[config.mk]
export PLATFORM = sky130hd
export DESIGN_NAME = wdt_ctrl
export DESIGN_NICKNAME = d
export VERILOG_FILES = /design/src/rtl/wdt_ctrl.sv
export SDC_FILE = /design/constraint.sdc
export NUM_CORES = 1
export LEC_CHECK = 0
export ABC_AREA = 0
export CAP_MARGIN = 30
export CORE_MARGIN = 2
export CORE_UTILIZATION = 30
export CTS_BUF_LIST = sky130_fd_sc_hd__clkbuf_8
export DETAILED_ROUTE_END_ITERATION = 8
export GPL_TIMING_DRIVEN = 1
export PLACE_DENSITY_LB_ADDON = 0.2
export SLEW_MARGIN = 15
export SYNTH_ARGS = -nofsm -noshare
export SYNTH_HDL_FRONTEND = slang
export SYNTH_SLANG_ARGS = --single-unit
[constraint.sdc]
create_clock -name clk -period 6.5 [get_ports clk]
set_input_delay 1.625 -clock clk [delete_from_list [all_inputs] [get_ports clk]]
set_output_delay 1.625 -clock clk [all_outputs]
set_load 0.005 [all_outputs]
[src/rtl/wdt_ctrl.sv]
// wdt_ctrl: bus-side register port and sequencer for the clk2-domain watchdog timer.
// Optional feature macro WDT_LOCK_EN: enable becomes sticky after the first arm.
module wdt_ctrl #(
   parameter int unsigned LIVE_HOLD = 16,
   parameter int unsigned SETTLE    = 8
) (
   input  logic        clk,
   input  logic        rst,
   input  logic        req,
   input  logic        we,
   input  logic [3:0]  addr,
   input  logic [31:0] wdata,
   output logic        ack,
   output logic [31:0] rdata,
   input  logic        wto_in,
   output logic        WDEN,
   output logic        WDLIVE,
   output logic [31:0] WTOCNT,
   output logic        irq
);

   localparam int unsigned MAX_CNT = (LIVE_HOLD > SETTLE) ? LIVE_HOLD : SETTLE;
   localparam int unsigned CW      = $clog2(MAX_CNT) + 1;
   localparam logic [CW-1:0] LIVE_LOAD   = CW'(LIVE_HOLD);
   localparam logic [CW-1:0] SETTLE_LOAD = CW'(SETTLE);
   localparam logic [CW-1:0] CNT_ONE     = CW'(1);

   localparam logic [3:0] ADDR_CTRL   = 4'h0;
   localparam logic [3:0] ADDR_KICK   = 4'h4;
   localparam logic [3:0] ADDR_TOCNT  = 4'h8;
   localparam logic [3:0] ADDR_STATUS = 4'hC;

   typedef enum logic [2:0] {StDis, StArm, StRun, StKick, StStop} state_e;

   state_e        r_state, w_state_d;
   logic [CW-1:0] r_cnt, w_cnt_d;
   logic          r_pend_en, w_pend_en_d;
   logic          r_pend_dis, w_pend_dis_d;
   logic          r_wden, r_wdlive;
   logic [31:0]   r_tocnt;
   logic          r_ack;
   logic [31:0]   r_rdata, w_rdata;
   logic          r_sync1, r_sync2, r_wto_prev;
   logic          r_sticky, r_cfg_err;

   logic          w_wr, w_wr_ctrl, w_wr_kick, w_wr_tocnt, w_wr_status;
   logic          w_en_req, w_dis_req, w_lock_viol, w_lock;
   logic          w_wto_rise, w_cfg_set, w_busy;
   logic [1:0]    w_code;

   // Access decode
   assign w_wr        = req & we;
   assign w_wr_ctrl   = w_wr & (addr == ADDR_CTRL);
   assign w_wr_kick   = w_wr & (addr == ADDR_KICK) & wdata[0];
   assign w_wr_tocnt  = w_wr & (addr == ADDR_TOCNT);
   assign w_wr_status = w_wr & (addr == ADDR_STATUS);

   assign w_en_req    = w_wr_ctrl & wdata[0];
   assign w_dis_req   = w_wr_ctrl & ~wdata[0] & ~w_lock;
   assign w_lock_viol = w_wr_ctrl & ~wdata[0] & w_lock;

`ifdef WDT_LOCK_EN
   logic r_lock;

   always_ff @(posedge clk or posedge rst) begin
      if (rst) begin
         r_lock <= 1'b0;
      end else if (w_state_d == StArm) begin
         r_lock <= 1'b1;
      end
   end

   assign w_lock = r_lock;
`else
   assign w_lock = 1'b0;
`endif

   // FSM state register
   always_ff @(posedge clk or posedge rst) begin
      if (rst) begin
         r_state    <= StDis;
         r_cnt      <= '0;
         r_pend_en  <= 1'b0;
         r_pend_dis <= 1'b0;
      end else begin
         r_state    <= w_state_d;
         r_cnt      <= w_cnt_d;
         r_pend_en  <= w_pend_en_d;
         r_pend_dis <= w_pend_dis_d;
      end
   end

   // FSM next state; counters load on entry and expire when they reach 1
   always_comb begin
      w_state_d    = r_state;
      w_cnt_d      = r_cnt;
      w_pend_en_d  = r_pend_en;
      w_pend_dis_d = r_pend_dis;
      case (r_state)
         StDis: begin
            w_pend_dis_d = 1'b0;
            if (w_en_req || r_pend_en) begin
               w_state_d   = StArm;
               w_cnt_d     = SETTLE_LOAD;
               w_pend_en_d = 1'b0;
            end
         end
         StArm: begin
            // A disable during ARM is held until WDEN has settled high
            if (w_dis_req) begin
               w_pend_dis_d = 1'b1;
            end
            if (r_cnt == CNT_ONE) begin
               if (r_pend_dis || w_dis_req) begin
                  w_state_d    = StStop;
                  w_cnt_d      = SETTLE_LOAD;
                  w_pend_dis_d = 1'b0;
               end else begin
                  w_state_d = StRun;
               end
            end else begin
               w_cnt_d = r_cnt - CNT_ONE;
            end
         end
         StRun: begin
            if (w_dis_req) begin
               w_state_d = StStop;
               w_cnt_d   = SETTLE_LOAD;
            end else if (w_wr_kick) begin
               w_state_d = StKick;
               w_cnt_d   = LIVE_LOAD;
            end
         end
         StKick: begin
            if (w_dis_req) begin
               w_state_d = StStop;
               w_cnt_d   = SETTLE_LOAD;
            end else if (w_wr_kick) begin
               w_cnt_d = LIVE_LOAD;
            end else if (r_cnt == CNT_ONE) begin
               w_state_d = StRun;
            end else begin
               w_cnt_d = r_cnt - CNT_ONE;
            end
         end
         StStop: begin
            if (w_en_req) begin
               w_pend_en_d = 1'b1;
            end
            if (r_cnt == CNT_ONE) begin
               w_state_d = StDis;
            end else begin
               w_cnt_d = r_cnt - CNT_ONE;
            end
         end
         default: begin
            w_state_d = StDis;
            w_cnt_d   = '0;
         end
      endcase
   end

   always_comb begin
      w_code = 2'd0;
      w_busy = 1'b0;
      case (r_state)
         StArm: begin
            w_code = 2'd1;
            w_busy = 1'b1;
         end
         StRun: w_code = 2'd2;
         StKick: begin
            w_code = 2'd3;
            w_busy = 1'b1;
         end
         StStop: begin
            w_code = 2'd1;
            w_busy = 1'b1;
         end
         default: w_code = 2'd0;
      endcase
   end

   // Timer-facing outputs come straight from flops so clk2 never sees req glitches
   always_ff @(posedge clk or posedge rst) begin
      if (rst) begin
         r_wden   <= 1'b0;
         r_wdlive <= 1'b0;
         r_tocnt  <= '0;
      end else begin
         r_wden   <= (w_state_d == StArm) || (w_state_d == StRun) || (w_state_d == StKick);
         r_wdlive <= (w_state_d == StKick);
         if (w_wr_tocnt && (r_state == StDis)) begin
            r_tocnt <= wdata;
         end
      end
   end

   // WTO synchronizer and rising-edge detect
   always_ff @(posedge clk or posedge rst) begin
      if (rst) begin
         r_sync1    <= 1'b0;
         r_sync2    <= 1'b0;
         r_wto_prev <= 1'b0;
      end else begin
         r_sync1    <= wto_in;
         r_sync2    <= r_sync1;
         r_wto_prev <= r_sync2;
      end
   end

   assign w_wto_rise = r_sync2 & ~r_wto_prev;
   assign w_cfg_set  = (w_wr_tocnt & (r_state != StDis)) | w_lock_viol;

   // Sticky flags: a same-cycle set beats the W1C
   always_ff @(posedge clk or posedge rst) begin
      if (rst) begin
         r_sticky  <= 1'b0;
         r_cfg_err <= 1'b0;
      end else begin
         r_sticky  <= w_wto_rise | (r_sticky & ~(w_wr_status & wdata[0]));
         r_cfg_err <= w_cfg_set | (r_cfg_err & ~(w_wr_status & wdata[2]));
      end
   end

   always_comb begin
      w_rdata = '0;
      if (!we) begin
         case (addr)
            ADDR_CTRL:   w_rdata[0] = r_wden;
            ADDR_TOCNT:  w_rdata    = r_tocnt;
            ADDR_STATUS: w_rdata    = {26'd0, w_lock, w_code, r_cfg_err, w_busy, r_sticky};
            default:     w_rdata    = '0;
         endcase
      end
   end

   always_ff @(posedge clk or posedge rst) begin
      if (rst) begin
         r_ack   <= 1'b0;
         r_rdata <= '0;
      end else begin
         r_ack   <= req;
         r_rdata <= req ? w_rdata : '0;
      end
   end

   assign ack    = r_ack;
   assign rdata  = r_rdata;
   assign WDEN   = r_wden;
   assign WDLIVE = r_wdlive;
   assign WTOCNT = r_tocnt;
   assign irq    = r_sticky;

endmodule

==> metrics.txt <==
CP Capture Point WTOCNT[15]$_DFFE_PP0P_; Avg WL per Cell 15.4 um; final cell utilization of the core 43.0%; number of top-level pins 109; clock latency at the later pin of the worst-skew pair 0.36 ns; DRC Markers 0; Post-synth EDFFs 0; Worst EP arrival 3.87 ns; clock root buffer master sky130_fd_sc_hd__clkbuf_8; # diodes 0; Worst Hold Depth 0; power per cell area 290 mW/mm^2; FFs w/ async S/R, synth 100%; Layout Area Growth over Synthesis 39.5%; share of final-layout standard cells stronger than drive strength 1 15.0%; maximum clock frequency 0.276 GHz; total number of placement rows 39; Worst setup EP type flip-flop; register area share after synthesis 58.1%; Die Area 0.0127 sq mm; flop2flop setup slack 4.12 ns; setup_tns 0 ns; die height 112 um; remaining antenna violation count 0; CTS tree built; total wire length after detailed routing 8170 um; DR WL met2 3810 um; Crit Path Class in -> reg; final estimated routing congestion in global placement 0.846; chip width 112 um; met1 routed wirelength after detailed routing 3640 um; startpoint class of the critical path input port; minimum period implied by the final worst setup slack 3.62 ns; HP Class reg -> reg; non-filler instance count after layout 530; largest net degree at the start of global routing 48; Detailed Place HPWL 5850 um; crit-path cells clkdlybuf4s50_1 > or3_2 > buf_12 > mux2_4; master of the slowest instance on the critical path sky130_fd_sc_hd__or3_2; Worst Max-Slew Pin Slew 0.804 ns; cell accounting for the most synthesized area sky130_fd_sc_hd__dfrtp_1; Post-CTS Setup Bufs 0; cts hold-fix bufs 0; depth of the most critical reg-to-reg path 4; synthesized area 0.00353 sq mm; Max Transition Viols Final 0; clock buffer count from CTS 9; most area-consuming cells after synthesis sky130_fd_sc_hd__dfrtp_1 (58%), sky130_fd_sc_hd__mux2_4 (13%), sky130_fd_sc_hd__and2_1 (4.8%); overall global routing resource usage 13.5%; launch point of the worst path addr[2]; post_cts resized 0; vias after detailed routing 2469; area share of the largest cell type after synthesis 58.1%; total number of clock tree sinks 82; maximum cell stage delay along the critical path 0.86 ns; buffers added on ports 108; vias per cell 4.66; Congestion Overflow GR 0; uppermost layer routed met4; core area 0.0115 sq mm; result of the run complete, no violations; synthesized area per cell 12.9 sq um; prevailing post-synth register cell sky130_fd_sc_hd__dfrtp_1; global-route wire length before repair 13200 um; most frequently used cell type in the post-synthesis netlist sky130_fd_sc_hd__dfrtp_1; source of the worst register-to-register timing path r_state[1]$_DFF_PP0_; largest buffer count on any clock path 2; number of nets produced by synthesis 318; vias in the first global route 2480; total setup violations reported at the end of the flow 0; Post-layout nets 427; number of cells produced by synthesis 274; Total Power 1430 uW; YS warnings 0; number of antenna violations at the first check in global routing 0; met3 wire len 576 um; CP max FO 21; Worst VDD drop 161 uV; 1st-iter DRT viols 165; number of placed instances with taps included 515; number of maximum-capacitance violations 0; area of the multi-input gates 0.00133 sq mm; worst hold margin 0.352 ns; final critical-path share of the clock period 55.7%; initial core utilization 30.8%; drt first pass iters 4; required time at the endpoint of the critical path 6.75 ns; Layout fillers 1058; Critical R2R Capture WTOCNT[15]$_DFFE_PP0P_; standby leakage power 0.00224 uW; Final Hold Vio Count 0; leading post-synthesis cells by instance count sky130_fd_sc_hd__dfrtp_1 (82), sky130_fd_sc_hd__mux2_4 (30), sky130_fd_sc_hd__and2_1 (27); number of unique standard cell types used by synthesis 43; area of all sequential standard cells 0.00205 sq mm; number of synthesized register bits 82; RSZ-0062 raised after global routing no; total number of H-tree levels 3; worst relative slew slack 45.9%; Clock transition at path regs 0.08 ns; final worst clock skew 0.00924 ns
==> flip-flops by register name, indices dropped and copies added (netlist names), 3 cells and up <==
name,cells
WTOCNT,32
r_cnt,5
r_state,3
rdata,32
==> metrics by stage <==
stage | area [sq um] | setup slack (ns)
finish | 4930 | 2.88
global placement | 4680 | 2.35
floorplan | 3530 | 2.77
global route | 4930 | 2.83
CTS | 4930 | 2.86
detailed placement | 4750 | 2.46
==> per-layer routing <==
metal  vias to the layer above  global-route usage (%)
li1                       1161                       -
met1                      1210                    17.0
met2                        87                    21.0
met3                        11                    5.78
met4                         0                    4.72
met5                         -                       0
==> cell usage in the layout, fill, tap and decap left out, types with 2 or more instances in the layout <==
cell type	Yosys	final
sky130_fd_sc_hd__ha_1	3	3
sky130_fd_sc_hd__clkinvlp_4	0	2
sky130_fd_sc_hd__nand3_1	6	6
sky130_fd_sc_hd__nor2_1	22	21
sky130_fd_sc_hd__clkdlybuf4s50_1	0	108
sky130_fd_sc_hd__nand2_1	10	10
sky130_fd_sc_hd__or3_1	4	3
sky130_fd_sc_hd__nand2b_1	5	5
sky130_fd_sc_hd__dfrtp_1	82	82
sky130_fd_sc_hd__a21o_1	2	2
sky130_fd_sc_hd__a22oi_1	2	2
sky130_fd_sc_hd__nand3b_1	2	2
sky130_fd_sc_hd__mux2_2	4	4
sky130_fd_sc_hd__a21oi_1	12	12
sky130_fd_sc_hd__o2bb2ai_1	2	2
sky130_fd_sc_hd__clkbuf_8	0	11
sky130_fd_sc_hd__a31oi_1	2	2
sky130_fd_sc_hd__nor2b_1	4	4
sky130_fd_sc_hd__o22ai_1	2	2
sky130_fd_sc_hd__mux2i_1	2	2
sky130_fd_sc_hd__and2_1	27	27
sky130_fd_sc_hd__mux2_4	30	30
sky130_fd_sc_hd__nor3_1	5	5
sky130_fd_sc_hd__inv_1	8	8
sky130_fd_sc_hd__o21ai_0	7	7
sky130_fd_sc_hd__o21a_1	2	2
==> power breakdown <==
group	leakage, uW	internal, uW	switching [uW]	total (uW)
registers	0.00108	588	78.2	666
clock network	0.0000892	157	181	339
logic	0.00107	267	155	422
total	0.00224	1010	414	1430
==> worst min path at each step <==
stage                              endpoint              start  slack (ns)
final                     r_sync2$_DFF_PP0_  r_sync1$_DFF_PP0_        0.35
after global routing      r_sync2$_DFF_PP0_  r_sync1$_DFF_PP0_        0.35
after CTS                 r_sync2$_DFF_PP0_  r_sync1$_DFF_PP0_        0.35
after detailed placement  r_sync2$_DFF_PP0_  r_sync1$_DFF_PP0_        0.34
after global placement    r_sync2$_DFF_PP0_  r_sync1$_DFF_PP0_        0.34
after floorplan           r_sync2$_DFF_PP0_  r_sync1$_DFF_PP0_        0.33
==> final cells by class <==
type                       count  share of cell area, %
sequential                    82                   41.7
timing repair buffer         112                   23.4
inverter                       8                  0.635
clock inverter                 4                  0.559
tap                          143                   3.63
clock buffer                  11                   3.07
multi-input combinational    170                   27.1
==> kinds of logic (layout without fill, tap and decap cells) <==
group                    count (synthesis)  count (layout)  synth area share [%]
AO/OA/AOI/OAI                           38              38                  6.98
XOR/XNOR                                 1               1                 0.248
adder cells (fa/ha/maj)                  3               3                  1.06
buffers and inverters                   22             135                  4.22
flip-flops                              82              82                  58.1
multiplexers                            37              37                  14.9
AND/OR/NAND/NOR                         91              91                  14.5
==> critical path, delay by kind of cell <==
kind,cells,cell delay [ns]
and+or+nand+nor,1,0.86
buffers and inverters,2,1.05
muxes,1,0.31
No activity file was read; power rests on OpenSTA's default activity.
